[src/rtl/trigger_detector_hyst.sv]
// Threshold trigger with hysteresis re-arm, programmable holdoff and a
// sample-count timestamp latched at each trigger.
module trigger_detector_hyst #(
  parameter int unsigned DATA_W = 8,
  parameter int unsigned CNT_W  = 16
) (
  input  logic              clk,
  input  logic              rst_n,
  input  logic              enable,
  input  logic [DATA_W-1:0] sample,
  input  logic [DATA_W-1:0] threshold,
  input  logic [DATA_W-1:0] hysteresis,
  input  logic              direction,
  input  logic              single_shot,
  input  logic              arm,
  input  logic [CNT_W-1:0]  holdoff,
  output logic              trigger,
  output logic [CNT_W-1:0]  trig_time,
  output logic              armed,
  output logic [1:0]        state
);

  typedef enum logic [1:0] {
    S_IDLE     = 2'd0,
    S_WAIT_ARM = 2'd1,
    S_ARMED    = 2'd2,
    S_HOLDOFF  = 2'd3
  } state_e;

  localparam logic [CNT_W-1:0] CNT_MAX = '1;

  state_e             state_q, state_d;
  logic               fire_q, fire_d;
  logic               rearm_q, rearm_d;
  logic               dir_q;
  logic               trigger_q, trigger_d;
  logic               armed_q, armed_d;
  logic [CNT_W-1:0]   trig_time_q, trig_time_d;
  logic [CNT_W-1:0]   hold_cnt_q, hold_cnt_d;
  logic [CNT_W-1:0]   ts_cnt_q, ts_cnt_d;

  logic [DATA_W:0]    lo_ext, hi_ext;
  logic [DATA_W-1:0]  lo, hi;
  logic               dir_change;
  state_e             post_target;

  // Stage 1: hysteresis band edges with one extra bit so they saturate instead of wrapping
  always_comb begin
    lo_ext  = {1'b0, threshold} - {1'b0, hysteresis};
    hi_ext  = {1'b0, threshold} + {1'b0, hysteresis};
    lo      = lo_ext[DATA_W] ? '0 : lo_ext[DATA_W-1:0];
    hi      = hi_ext[DATA_W] ? '1 : hi_ext[DATA_W-1:0];
    fire_d  = direction ? (sample >= threshold) : (sample <= threshold);
    rearm_d = direction ? (sample < lo) : (sample > hi);
  end

  always_ff @(posedge clk or negedge rst_n) begin
    if (!rst_n) begin
      fire_q  <= 1'b0;
      rearm_q <= 1'b0;
      dir_q   <= 1'b0;
    end else begin
      fire_q  <= fire_d;
      rearm_q <= rearm_d;
      dir_q   <= direction;
    end
  end

  always_ff @(posedge clk or negedge rst_n) begin
    if (!rst_n) begin
      state_q     <= S_IDLE;
      trigger_q   <= 1'b0;
      armed_q     <= 1'b0;
      trig_time_q <= '0;
      hold_cnt_q  <= '0;
      ts_cnt_q    <= '0;
    end else begin
      state_q     <= state_d;
      trigger_q   <= trigger_d;
      armed_q     <= armed_d;
      trig_time_q <= trig_time_d;
      hold_cnt_q  <= hold_cnt_d;
      ts_cnt_q    <= ts_cnt_d;
    end
  end

  // Stage 2: arming FSM, holdoff counter and timestamp
  always_comb begin
    state_d     = state_q;
    trigger_d   = 1'b0;
    trig_time_d = trig_time_q;
    hold_cnt_d  = hold_cnt_q;
    ts_cnt_d    = ts_cnt_q;
    dir_change  = (direction != dir_q);
    post_target = single_shot ? S_IDLE : S_WAIT_ARM;

    if (state_q != S_IDLE && ts_cnt_q != CNT_MAX) begin
      ts_cnt_d = ts_cnt_q + CNT_W'(1);
    end

    if (!enable) begin
      state_d    = S_IDLE;
      hold_cnt_d = '0;
      ts_cnt_d   = '0;
    end else begin
      unique case (state_q)
        S_IDLE: begin
          if (!single_shot || arm) begin
            state_d  = S_WAIT_ARM;
            ts_cnt_d = '0;
          end
        end
        S_WAIT_ARM: begin
          if (!dir_change && rearm_q) begin
            state_d = S_ARMED;
          end
        end
        S_ARMED: begin
          if (dir_change) begin
            state_d = S_WAIT_ARM;
          end else if (fire_q) begin
            trigger_d   = 1'b1;
            trig_time_d = ts_cnt_q;
            if (holdoff == '0) begin
              state_d    = post_target;
              hold_cnt_d = '0;
            end else begin
              state_d    = S_HOLDOFF;
              hold_cnt_d = holdoff;
            end
          end
        end
        S_HOLDOFF: begin
          // A zero count can only be reached via reset paths; treat it like the last cycle
          if (hold_cnt_q <= CNT_W'(1)) begin
            state_d    = post_target;
            hold_cnt_d = '0;
          end else begin
            hold_cnt_d = hold_cnt_q - CNT_W'(1);
          end
        end
        default: state_d = S_IDLE;
      endcase
    end

    armed_d = (state_d == S_ARMED);
  end

  assign trigger   = trigger_q;
  assign trig_time = trig_time_q;
  assign armed     = armed_q;
  assign state     = state_q;

endmodule
[config.mk]
export PLATFORM = sky130hd
export DESIGN_NAME = trigger_detector_hyst
export DESIGN_NICKNAME = d
export VERILOG_FILES = /design/src/rtl/trigger_detector_hyst.sv
export SDC_FILE = /design/constraint.sdc
export NUM_CORES = 1
export LEC_CHECK = 0
export ABC_CLOCK_PERIOD_IN_PS = 2300
export CAP_MARGIN = 20
export CORE_UTILIZATION = 49
export DETAILED_ROUTE_END_ITERATION = 7
export GPL_TIMING_DRIVEN = 0
export HOLD_SLACK_MARGIN = 0.06
export PLACE_DENSITY = 0.78
export SLEW_MARGIN = 20
export SYNTH_ARGS = -nofsm -noshare
export SYNTH_HDL_FRONTEND = slang
export SYNTH_SLANG_ARGS = --single-unit
export TNS_END_PERCENT = 100
[constraint.sdc]
create_clock -name clk -period 2.3 [get_ports clk]
set_clock_uncertainty 0.05 [all_clocks]
set_input_delay 0.46 -clock clk [delete_from_list [all_inputs] [get_ports clk]]
set_output_delay 0.46 -clock clk [all_outputs]
set_load 0.02 [all_outputs]
* Word level (Yosys, flattened, before mapping)
Index checks and enable logic that the tools add are counted.
Widths: inputs -> output; s select.
** Word-level totals
- Input bits :: 46
- Word-level logic and storage cells :: 65
- Output and inout port bits :: 20
- Flip-flop bits (word level) :: 55
** Cells by class
- Equal/unequal tests :: 9
- Order comparisons :: 5
- Reductions and logical operators :: 10
- Bitwise gates (word level) :: 1
- Add/sub/neg operators :: 4
- Muxes and demuxes :: 27
** Operator list (count)
- $mux 16 :: 9
- $pmux 16 s2 :: 1
- $add 16x1->16 const B :: 1
- $le 16x1->1 const B :: 1
- $logic_not 16->1 :: 1
- $mux 8 :: 2
- $ne 16x16->1 const B :: 1
- $sub 16x1->16 const B :: 1
- $mux 2 :: 7
- $add 8x8->9 :: 1
- $sub 8x8->9 :: 1
- $ge 8x8->1 :: 1
- $gt 8x8->1 :: 1
- $le 8x8->1 :: 1
- $lt 8x8->1 :: 1
- $pmux 2 s4 :: 1
- $mux 1 :: 7
- $eq 2x2->1 const B :: 3
- $ne 3x3->1 const B :: 2
- $reduce_and 4->1 :: 1
- $ne 3x1->1 const B :: 1
- $reduce_and 3->1 :: 1
- $eq 2x1->1 const B :: 1
- $logic_and 1x1->1 :: 2
- other kinds (6) :: 7

* Logic depth before layout (Yosys ltp)
Gate-level depths: netlist of run 1.
- Word-level depth :: 7
- Mapped depth :: 14
- Gate-level depth less buffers :: 14

* Worst setup path after synthesis of run 1
No wires, ideal clock.
- Path type :: input -> register
- From :: input port threshold[0]
- To :: register rearm_q
- Cell stages on the path :: 12
- Library setup time :: 0.067 ns
- Required time :: 2.183 ns
- Setup slack :: -0.917 ns
- Arrival :: 3.100 ns
- Cells stage by stage :: inv_1 ha_1 fa_1 nand2b_1 a21oi_1 o21ai_1 a21oi_1 or3b_1 ha_1 a211o_1 nor4_1 a311o_1
** Between the ends
- Cells in the longest elaborated chain, start to end :: 4
** RTL lines
- from (decl) :: line 11 : input logic [DATA_W-1:0] threshold,
- $add 8x8->9 or $sub 8x8->9 (tied branches) :: line 50, 49
- $mux 8 (on tied branches) :: line 52, 51
- $gt 8x8->1 or $lt 8x8->1 (tied branches) :: line 54 : rearm_d = direction ? (sample < lo) : (sample > hi);
- $mux 1 (*) :: line 54
- net rearm_d :: line 34 : logic rearm_q, rearm_d;
- to (signal assigned) :: line 64 : rearm_q <= rearm_d;
- to (decl) :: line 34
The timed path passes the listed nets; every way through them passes the cells marked *.
A chain may end at the register's enable or synchronous reset.

* Worst setup path after layout of run 1
- From :: input port threshold[7]
- To :: register rearm_q
Same word-level chain as after synthesis.

==> results.ini, run 1 <==
[run_status]
outcome = finished, violations left
violations = negative setup slack

[timing]
holdWs_ns = 0.131
fmax_mhz = 356
period_needed_ns = 2.81
finalCritPeriodShare = 1.22
worst_pin_slew_ns = 0.665
rsz0062_at_grt = yes
slew_headroom = 0.557
final_hold_viol_count = 0
tns_ns = -0.509
slew_viol_final = 0
worst_slack_ns = -0.509
setup_violations = 1

[worst_setup_path]
critical_path_class = input port to flip-flop
cp_max_fo = 9
ff2ff_path_depth = 6
max_stage_delay_ns = 0.57
r2r_slack_ns = 0.07
crit_chain = clkdlybuf4s50_1 -> ha_4 -> nor2b_2 -> a21oi_2 -> buf_6 -> buf_4 -> nor2b_1 -> ha_1 -> nand4_1 -> mux2i_1 -> a211oi_1 -> a311o_1
cp.arrival_ns = 2.95
worst_setup_path_start_kind = input port
cp_slowest_cell = clkdlybuf4s50_1
end_kind = flip-flop
r2r-end = hold_cnt_q[9]
worstPathRequired_ns = 2.44
timing.rr.start = hold_cnt_q[10]

[worst_hold_path]
min_path_type = input port to asynchronous set/reset pin

[detailed_routing]
wirelength_um = 10600
vias = 3888
drc = 0
met3RoutedLength_um = 593
wl_met1_um = 4210
drtAntennaViolNets = 0
drtIter0Drc = 182
routed-wl-met2_um = 5530
via_per_inst = 6.05
drtPass1Iterations = 6
wl_per_cell_um = 16.4
highest_layer = met4

[yosys]
synth_ff_type = dfrtp_1
synthCells = 450
synth_area_um2 = 4070
avgSynthCellArea_um2 = 9.05
syn_nets = 540
ys_ff_latch = 55
synth_edf_count = 0
ys_warn_count = 0
synth.distinct_cells = 61
yosysSeqAreaShare = 0.338
async_reset_ff_frac = 1.00

[floorplan]
start_util = 0.516
die_area_um2 = 8680
core-area_um2 = 7890
rows = 32
die_h_um = 93.2
io_pins = 66
die_x_um = 93.2

[grt]
track_usage = 0.243
grt.overflow.total = 0
antenna_found_initial = 0
grt_max_degree = 56
grt_pass1_vias = 3820
grt_pass1_wl_um = 17000

[final_layout]
fillers = 619
final_nets = 630
area_delta_synth_final_pct = 32.5
layout-drive-gt1-share = 0.226
antenna_cells = 0

[job]
drv_cap = 0

[power]
peakVddDrop_uv = 268
cellLeakagePower_nw = 2.41
power.density_nw_per_um2 = 479

[placed_design]
gp_congestion = 0.889
dp_slack_ns = -1.71
io_buffers = 65
dpl.hpwl_um = 7430

[clock_tree]
cts_tree = built
clkSinkCount = 55
clockRootBuffer = clkbuf_8
path_clk_slew_ns = 0.10
cts_buffers = 5
cts_buffer_depth = 2
cts-htree-levels = 2
clk_latency_ns = 0.31

[flip-flops by register name (all words and copies together) (netlist names)]
name and flops:
trigger 1, dir_q 1, state 2, fire_q 1
rearm_q 1, hold_cnt_q 16, trig_time 16, ts_cnt_q 16
armed 1
[critical path, delay by kind of cell]
family	cells	cell delay (ns)
buffers and inverters	3	0.85
adders and majority gates	2	0.59
AOI/OAI and AO/OA	3	0.53
and+or+nand+nor	3	0.36
muxes	1	0.15
[worst max path at each step]
stage / from / endpoint / slack (ns) / cells after the start
final: threshold[7] / rearm_q / -0.51 / 12
after global routing: threshold[3] / rearm_q / -0.57 / 13
after CTS: threshold[0] / rearm_q / -0.58 / 13
after detailed placement: hysteresis[2] / rearm_q / -1.71 / 14
after global placement: hysteresis[2] / rearm_q / -1.62 / 14
after floorplan: threshold[0] / rearm_q / -0.76 / 12
[cells in the final DEF (no fill, tap or decap), types with 5 or more instances in the layout]
| cell | instances |
|---|---|
| clkbuf_8 | 5 |
| nand4_1 | 9 |
| clkbuf_2 | 5 |
| nor2_1 | 35 |
| mux2_2 | 16 |
| dlygate4sd2_1 | 5 |
| clkdlybuf4s50_1 | 50 |
| o21ai_0 | 23 |
| inv_1 | 21 |
| dfrtp_1 | 55 |
| ha_4 | 8 |
| nor3_1 | 19 |
| nor4_1 | 5 |
| o21ai_1 | 6 |
| o21ai_2 | 7 |
| a21oi_1 | 14 |
| nand2b_1 | 7 |
| a22oi_1 | 6 |
| nand2_1 | 19 |
| a221o_1 | 7 |
| a21oi_2 | 7 |
| inv_2 | 6 |
| ha_1 | 32 |
| nor2b_1 | 5 |
| nand3_1 | 17 |
| buf_4 | 24 |
| xor2_1 | 16 |
| and3_1 | 7 |
[metrics by stage]
stage          total power, W  utilization  instances  cell area [um^2]
6_report              0.00259        0.684        643              5400
5_1_grt               0.00273        0.684        643              5400
4_1_cts               0.00250        0.668        639              5270
3_5_place_dp          0.00185        0.617        617              4870
3_3_place_gp          0.00182        0.617        617              4870
2_1_floorplan         0.00158            -        450              4090
[power breakdown]
part	switching [W]	leakage, nW	internal (W)
sequential	0.0000379	0.756	0.00100
clock	0.000325	0.0483	0.000215
combinational	0.000532	1.61	0.000474
[repair_timing]
item                       in CTS  in global routing
setup buffers                  18                  5
resized for setup              80                 42
setup endpoints to repair      35                 28
pin swaps                      21                 19
hold buffers                    0                  0
hold endpoints to repair        0                  0
[cells in the mapped netlist (all sizes together) (5+ instances only)]
master | n | share of area
a21oi | 23 | 0.028
a221o | 7 | 0.017
a22oi | 6 | 0.011
and3 | 7 | 0.011
buf | 5 | 0.0080
clkbuf | 9 | 0.0083
dfrtp | 55 | 0.34
ha | 42 | 0.13
inv | 28 | 0.026
mux2 | 16 | 0.044
nand2 | 19 | 0.018
nand2b | 9 | 0.014
nand3 | 17 | 0.021
nand4 | 9 | 0.014
nor2 | 36 | 0.033
nor2b | 6 | 0.0092
nor3 | 23 | 0.028
nor4 | 8 | 0.012
o21ai | 36 | 0.044
or4 | 5 | 0.010
xnor2 | 5 | 0.011
xor2 | 16 | 0.034
[final cells by class]
cell class,count,area (um^2),area share
inverters,28,108,0.0199
plain buffers,10,67.6,0.0125
repair buffers,87,798,0.148
flip-flops and latches,55,1380,0.255
clock inverters,3,18.8,0.00348
well taps,102,128,0.0236
clock buffers,5,68.8,0.0127
multi-input cells,353,2830,0.525
[cells by family (layout without fill, tap and decap cells)]
family,after synthesis,after routing,share of synthesized area
DFF,55,55,0.338
xor gates and xnor gates,21,21,0.0451
and+or+nand+nor,161,161,0.210
buffers and inverters,42,133,0.0421
muxes,20,20,0.0541
adders and majority gates,44,44,0.139
AOI/OAI and AO/OA,107,107,0.172
[layer usage]
layer	global-route usage	vias up
met2	0.430	150
met3	0.0301	24
li1	-	1850
met1	0.298	1864
met4	0.0974	0
met5	0	-
No activity file was read; power rests on OpenSTA's default activity.
==> run 2: changes to the inputs <==
- CORE_MARGIN: default -> 1
==> results of run 2 <==
No change in the layout: final DEF, timing and power equal those of run 1.
